## config.mk

```make
export PLATFORM = sky130hd
export DESIGN_NAME = c16_muldiv
export DESIGN_NICKNAME = d
export VERILOG_FILES = /design/src/rtl/c16_muldiv.sv
export SDC_FILE = /design/constraint.sdc
export NUM_CORES = 1
export LEC_CHECK = 0
export ABC_CLOCK_PERIOD_IN_PS = 7500
export CORE_MARGIN = 5
export CORE_UTILIZATION = 45
export CTS_CLUSTER_SIZE = 24
export DETAILED_ROUTE_END_ITERATION = 8
export PLACE_DENSITY_LB_ADDON = 0.25
export SYNTH_ARGS = -nofsm -noshare
export SYNTH_HDL_FRONTEND = slang
export SYNTH_SLANG_ARGS = --single-unit
```

## constraint.sdc

```tcl
create_clock -name clk -period 7.5 [get_ports clk]
set_input_delay 1.5 -clock clk [delete_from_list [all_inputs] [get_ports clk]]
set_output_delay 1.5 -clock clk [all_outputs]
set_load 0.01 [all_outputs]
```

## src/rtl/c16_muldiv.sv

```systemverilog
`default_nettype none
// ============================================================================
// Module      : c16_muldiv
// Description : Iterative radix-2 multiply/divide unit for the c16 core.
//               Shift-add multiply and restoring divide, both on operand
//               magnitudes, with a final sign-fix cycle. Fixed latency of
//               WIDTH+2 cycles from start to done for every operation.
// Revision    : 1.0 - initial release
// ============================================================================
module c16_muldiv #(
    parameter int WIDTH = 16
) (
    input  logic             clk,
    input  logic             resetn,
    input  logic             start,
    input  logic [1:0]       op,
    input  logic [WIDTH-1:0] a,
    input  logic [WIDTH-1:0] b,
    output logic             busy,
    output logic             done,
    output logic [WIDTH-1:0] lo,
    output logic [WIDTH-1:0] hi
);

    localparam int               c_CW   = $clog2(WIDTH);
    localparam logic [c_CW-1:0]  c_LAST = c_CW'(WIDTH - 1);
    localparam logic [WIDTH-1:0] c_ONES = '1;

    typedef enum logic [1:0] {
        S_IDLE = 2'd0,
        S_CALC = 2'd1,
        S_FIX  = 2'd2,
        S_DONE = 2'd3
    } state_t;

    state_t             r_state;
    logic [c_CW-1:0]    r_cnt;
    logic               r_is_div;
    logic               r_neg_q;    // product sign (mul) or quotient sign (div)
    logic               r_neg_r;    // remainder sign: follows the dividend
    logic               r_div0;
    logic [WIDTH-1:0]   r_opnd;     // multiplicand magnitude or divisor magnitude
    logic [WIDTH-1:0]   r_a_orig;   // raw dividend, returned on divide-by-zero
    logic [2*WIDTH-1:0] r_acc;      // {hi,lo} working register
    logic               r_busy;
    logic               r_done;
    logic [WIDTH-1:0]   r_lo;
    logic [WIDTH-1:0]   r_hi;

    // Operand magnitudes; sign bits only count for the signed ops (op[0]=1).
    logic               w_a_neg;
    logic               w_b_neg;
    logic [WIDTH-1:0]   w_a_mag;
    logic [WIDTH-1:0]   w_b_mag;
    logic               w_accept;

    assign w_a_neg  = op[0] & a[WIDTH-1];
    assign w_b_neg  = op[0] & b[WIDTH-1];
    assign w_a_mag  = w_a_neg ? -a : a;
    assign w_b_mag  = w_b_neg ? -b : b;

    // A new request is only taken when the unit is not busy.
    assign w_accept = start && ((r_state == S_IDLE) || (r_state == S_DONE));

    // Multiply step: conditionally add the multiplicand into the upper half,
    // keep the carry, then shift the whole accumulator right by one.
    logic [WIDTH:0]     w_mul_sum;
    logic [2*WIDTH-1:0] w_mul_next;

    assign w_mul_sum  = {1'b0, r_acc[2*WIDTH-1:WIDTH]}
                      + (r_acc[0] ? {1'b0, r_opnd} : {(WIDTH+1){1'b0}});
    assign w_mul_next = {w_mul_sum, r_acc[WIDTH-1:1]};

    // Divide step: the shifted partial remainder needs one extra bit, so the
    // trial subtraction is WIDTH+1 wide and its MSB is the borrow.
    logic [WIDTH:0]     w_trial;
    logic [2*WIDTH-1:0] w_div_next;

    assign w_trial    = r_acc[2*WIDTH-1:WIDTH-1] - {1'b0, r_opnd};
    assign w_div_next = w_trial[WIDTH]
                      ? {r_acc[2*WIDTH-2:0], 1'b0}
                      : {w_trial[WIDTH-1:0], r_acc[WIDTH-2:0], 1'b1};

    // Sign correction of the finished magnitude result.
    logic [2*WIDTH-1:0] w_prod;
    logic [WIDTH-1:0]   w_quot;
    logic [WIDTH-1:0]   w_rem;
    logic [WIDTH-1:0]   w_fix_lo;
    logic [WIDTH-1:0]   w_fix_hi;

    assign w_prod = r_neg_q ? -r_acc : r_acc;
    assign w_quot = r_neg_q ? -r_acc[WIDTH-1:0] : r_acc[WIDTH-1:0];
    assign w_rem  = r_neg_r ? -r_acc[2*WIDTH-1:WIDTH] : r_acc[2*WIDTH-1:WIDTH];

    // Select the final lo/hi pair, including the divide-by-zero override.
    always_comb begin
        w_fix_lo = w_prod[WIDTH-1:0];
        w_fix_hi = w_prod[2*WIDTH-1:WIDTH];
        if (r_is_div) begin
            if (r_div0) begin
                w_fix_lo = c_ONES;
                w_fix_hi = r_a_orig;
            end else begin
                w_fix_lo = w_quot;
                w_fix_hi = w_rem;
            end
        end
    end

    // Datapath: latch operands on accept, otherwise iterate while in CALC.
    always_ff @(posedge clk) begin
        if (!resetn) begin
            r_cnt    <= '0;
            r_is_div <= 1'b0;
            r_neg_q  <= 1'b0;
            r_neg_r  <= 1'b0;
            r_div0   <= 1'b0;
            r_opnd   <= '0;
            r_a_orig <= '0;
            r_acc    <= '0;
        end else if (w_accept) begin
            r_cnt    <= '0;
            r_is_div <= op[1];
            r_neg_q  <= w_a_neg ^ w_b_neg;
            r_neg_r  <= w_a_neg;
            r_div0   <= (b == '0);
            r_a_orig <= a;
            // mul: multiplier in the low half, multiplicand held aside;
            // div: dividend in the low half, divisor held aside.
            r_opnd   <= op[1] ? w_b_mag : w_a_mag;
            r_acc    <= {{WIDTH{1'b0}}, (op[1] ? w_a_mag : w_b_mag)};
        end else if (r_state == S_CALC) begin
            r_cnt    <= r_cnt + c_CW'(1);
            r_acc    <= r_is_div ? w_div_next : w_mul_next;
        end
    end

    // Control FSM with registered busy/done and result registers.
    always_ff @(posedge clk) begin
        if (!resetn) begin
            r_state <= S_IDLE;
            r_busy  <= 1'b0;
            r_done  <= 1'b0;
            r_lo    <= '0;
            r_hi    <= '0;
        end else begin
            case (r_state)
                S_IDLE: begin
                    r_done <= 1'b0;
                    if (start) begin
                        r_state <= S_CALC;
                        r_busy  <= 1'b1;
                    end
                end
                S_CALC: begin
                    if (r_cnt == c_LAST) begin
                        r_state <= S_FIX;
                    end
                end
                S_FIX: begin
                    r_lo    <= w_fix_lo;
                    r_hi    <= w_fix_hi;
                    r_busy  <= 1'b0;
                    r_done  <= 1'b1;
                    r_state <= S_DONE;
                end
                S_DONE: begin
                    r_done <= 1'b0;
                    if (start) begin
                        r_state <= S_CALC;
                        r_busy  <= 1'b1;
                    end else begin
                        r_state <= S_IDLE;
                    end
                end
                default: begin
                    r_state <= S_IDLE;
                    r_busy  <= 1'b0;
                    r_done  <= 1'b0;
                end
            endcase
        end
    end

    assign busy = r_busy;
    assign done = r_done;
    assign lo   = r_lo;
    assign hi   = r_hi;

endmodule
`default_nettype wire

```

Word-level counts from Yosys, hierarchy flattened. Index checks and enable logic that the tools add are counted.

Output and inout bits: 34. Logic and storage cells: 66. Register bits: 108.

Mux-type cells: 23. Add/sub/neg operators: 8. Reductions and logical operators: 10. Equal/unequal tests: 7. Bitwise logic cells: 4.

Operators with widths (count): $mux W16 (13); $mux W32 (3); $neg A16 Y16 (4); $neg A32 Y32 (1); $add A16 B16 Y17 (1); $sub A17 B16 Y17 (1); $logic_not A16 Y1 (1); $pmux W2 S4 (1); $add A4 B1 Y4 const B (1); $eq A2 B2 Y1 const B (2); $eq A4 B4 Y1 const B (1); $mux W2 (2); $ne A2 B1 Y1 const B (2); $pmux W1 S2 (2); $reduce_and A2 Y1 (2); $reduce_bool A2 Y1 (2); $reduce_or A2 Y1 (2); $and A1 B1 Y1 (2); $eq A2 B1 Y1 const B (1); $logic_not A2 Y1 (1); $mux W1 (2); $ne A2 B2 Y1 const B (1); $logic_and A1 B1 Y1 (1); $logic_or A1 B1 Y1 (1); other kinds (2) (2).

Longest topological paths before layout.
Depth after elaboration: 5. Gate-level depth with buffers: 14. Gate-level depth less buffers: 12.

Least setup slack after synthesis. OpenSTA, ideal clock, no wires.

Path type: input -> register. From: input a[2]. To: register r_opnd[15]. Arrival: 3.198 ns. Stages: 6. Setup slack: 4.242 ns. Cells stage by stage: or4_1 -> or4_1 -> o31ai_1 -> nand3_1 -> o211ai_1 -> and3_1.

Word-level cells in the longest chain between the ends: 3.

Ends and longest elaborated chain: from (decl) (RTL line 17) `input logic [WIDTH-1:0] a,`; $neg A16 Y16 (RTL line 59) `assign w_a_mag = w_a_neg ? -a : a;`; $mux W16 (RTL line 59); $mux W16 (RTL line 130) `r_opnd <= op[1] ? w_b_mag : w_a_mag;`; to (signal assigned) (RTL line 130); to (decl) (RTL line 42) `logic [WIDTH-1:0] r_opnd;`.

Every way passes these cells. A chain may end at the register's enable or synchronous reset.

Worst setup path in the final report.
From: register r_acc[0]. To: register r_acc[31].

Word-level cells in the longest chain between the ends: 3.

Ends and longest elaborated chain: from (decl) (RTL line 44) `logic [2*WIDTH-1:0] r_acc;`; from (signal assigned) (RTL line 131) `r_acc <= {{WIDTH{1'b0}}, (op[1] ? w_a_mag : w_b_mag)};`; from (signal assigned) (RTL line 134) `r_acc <= r_is_div ? w_div_next : w_mul_next;`; $mux W16 (RTL line 71) `+ (r_acc[0] ? {1'b0, r_opnd} : {(WIDTH+1){1'b0}});`; $add A16 B16 Y17 (RTL line 71); $mux W32 (RTL line 134).

Every way passes these cells.

==> out/results.ini <==
[detailed_routing]
drt-pass1-iter-count = 5
drc = 0
wirelength_mm = 23.6
viasPerCell = 5.73
num_vias = 7535
antenna_left = 0
post_drt_wl_per_cell_um = 17.9
drt-initial-drc-count = 727

[die]
die-height_um = 144
initial_core_util_pct = 45.3
num_io_pins = 71
fp.coreArea_sq_um = 17800
die_area_sq_um = 20800
die_w_um = 144
row_count = 49

[timing]
finClkSkew_ns = 0.00727
slew_violations = 0
setup_tns_ns = 0
tightest_slew_ns = 1.25
setup_ws_ns = 3.51
period_needed_ns = 3.99
slew_headroom_pct = 16.5
fmax_mhz = 251
min_period_over_period_pct = 53.2
hold_viol_final = 0
rsz0062_at_grt = no
setup_viol = 0

[yosys]
synth_edf_count = 0
avgSynthCellArea_sq_um = 7.56
syn_inst = 1069
synth_ff_type = dfxtp_1
synth-seq-cells = 108
yosysWarnings = 0
ys_seq_area_share_pct = 26.7
netlist_area_sq_um = 8090
synth_async_sr_flop_share_pct = 0
synthDistinctLibCells = 60
synth_nets = 1151

[worst_setup_path]
r2r_start = r_acc[0]
crit_path_frequent_cell = nor2_1
r2r_slack_ns = 3.51
cp_slowest_cell = clkinv_1
critPathRequiredTime_ns = 7.75
path_cells = clkinv_1 -> nor2_1 -> ha_1 -> and3_1 -> a221oi_1 -> o22ai_1 -> o41ai_1 -> o21ai_0 -> a211oi_1 -> o32a_1 -> nor2_1
worstPathArrival_ns = 4.24
worstSetupStartpoint = r_acc[0]
crit_path_start_kind = flip-flop
max_stage_delay_ns = 0.58
critical_path_class = reg2reg
crit_path_end_kind = flip-flop
crit_fanout = 17

[min_path]
hold_start = r_opnd[4]
min_path_type = reg2reg

[clocking]
cts-htree-levels = 3
holdBufCountCts = 0
post_cts_buffers = 0
cts_tree = built
clock_sink_count = 108
cts_buffers = 9
post_cts_resize_count = 0
clockBufferDepth = 2
clk_pin_slew_ns = 0.07
insertion_delay_ns = 0.36
cts_root_buffer = clkbuf_16

[finish]
layout.nets = 1162
n_antenna_cell = 0
drive_gt1_share_pct = 4.24
multi_input_area_sq_um = 5480
stdcell_count = 1314
n_fill_cell = 1781
ff_latch_area_sq_um = 2160
syn2layout_area_growth_pct = 12.9
utilization_pct = 51.2

[placed_design]
dp_hpwl_mm = 17.6
place_congestion = 0.940
pre_cts_slack_ns = 3.44
numPortBuffers = 70
dp.cells = 1298

[pwr]
clkPwrFrac_pct = 13.3
power_leakage_nw = 3.40
pwr-share-comb_pct = 59.0
vdd_drop_max_uv = 217
seqPwrFrac_pct = 27.7
power_density_nw_per_um2 = 378
intPower_mw = 1.82
power_switching_mw = 1.63
swShare_pct = 47.3

[grt]
grt_pass1_vias = 6783
grt_overflow = 0
grt_use_total_pct = 22.7
antenna_found_initial = 0
grt_max_degree = 68
grt_pass1_wl_mm = 37.3

[run]
max-cap-violations = 0

[status]
status = completed

registers in the layout, summed over array words and instances, names as in the netlist, 2 cells and up:
name	cells
lo	16
r_cnt	4
r_a_orig	16
r_acc	32
hi	16
r_state	2
r_opnd	16
routing by layer:
metal | global-route usage [%] | part of all wire [%]
met1 | 33.8 | 48
met2 | 32.9 | 42
met3 | 4.76 | 8.0
met4 | 6.74 | 2.3
met5 | 0 | 0
area by class of cell:
cell class                 count  area share [%]
tap                          229            3.14
sequential                   108            23.7
clock buffer                  10            2.51
multi-input combinational    842            60.1
clock inverter                 6           0.535
inverter                      40            1.64
timing repair buffer          79            8.42
cell usage after synthesis, drive strengths merged (2+ instances only):
cell type,number,share of area [%]
a211oi,26,2.4
a21boi,13,1.2
a21o,12,1.1
a21oi,99,6.1
a221oi,5,0.54
a31oi,10,0.77
and2,7,0.54
and3,5,0.39
buf,16,0.93
clkbuf,63,2.9
clkinv,2,0.093
dfxtp,108,27
fa,2,0.50
ha,43,6.7
inv,38,1.8
mux2,5,0.70
mux2i,48,5.9
nand2,122,5.7
nand2b,9,0.70
nand3,10,0.62
nand3b,2,0.19
nand4,4,0.31
nor2,94,4.4
nor2b,16,1.2
nor3,14,0.87
nor4,6,0.46
o211ai,31,2.9
o21a,8,0.74
o21ai,83,5.2
o21bai,3,0.28
o22ai,5,0.39
o31ai,14,1.3
o41ai,7,0.76
or2,5,0.39
or3,10,0.90
or4,10,1.0
xnor2,55,6.0
xor2,46,5.0
final timing paths:
kind | cells past startpoint | end
max | 11 | r_acc[31]
min | 2 | r_opnd[4]
max reg2reg | 11 | r_acc[31]
min reg2reg | 2 | r_opnd[4]
kinds of logic (layout without fill, tap and decap cells):
| kind of cell | count (synthesis) | after routing | share of synthesized area, % |
|---|---|---|---|
| compound gates | 326 | 326 | 24.8 |
| buf+inv | 119 | 135 | 5.72 |
| mux | 53 | 53 | 6.64 |
| fa+ha+maj | 45 | 45 | 7.15 |
| simple gates | 317 | 317 | 18.0 |
| xor+xnor | 101 | 101 | 10.9 |
| flops | 108 | 108 | 26.7 |
cell usage in the layout (no fill, tap or decap), types with 12 or more instances in the layout:
master and n:
inv_1 37, a21oi_1 99, o21ai_0 81, a21o_1 12
ha_1 42, clkdlybuf4s50_1 70, nand2_1 122, mux2i_1 48
dfxtp_1 107, nor2_1 93, a211oi_1 26, xnor2_1 55
xor2_1 45, nor2b_1 16, nor3_1 14, o211ai_1 31
o31ai_1 14
metrics by stage:
stage               hold slack (ns)  power [mW]  instance area (sq um)
global placement              0.441        2.95                   8850
finish                        0.458        3.45                   9130
CTS                           0.457        3.43                   9130
floorplan                     0.432        2.40                   8090
global route                  0.486        3.70                   9130
detailed placement            0.447        2.96                   8850
power by group through the flow:
stage | clock, mW | sequential, mW | combinational, mW
after floorplan | 0 | 0.868 | 1.53
final | 0.460 | 0.956 | 2.03
after CTS | 0.471 | 0.948 | 2.01
after detailed placement | 0 | 0.960 | 2.00
after global placement | 0 | 0.958 | 1.99
after global routing | 0.488 | 0.976 | 2.23
critical path: cells and delay by family (launching register included):
| family | cells | cell delay (ns) |
|---|---|---|
| buffers and inverters | 1 | 0.58 |
| adder cells (fa/ha/maj) | 1 | 0.31 |
| flip-flops | 1 | 0.45 |
| AO/OA/AOI/OAI | 6 | 2.02 |
| AND/OR/NAND/NOR | 3 | 0.51 |
(Power assumes the default switching activity.)
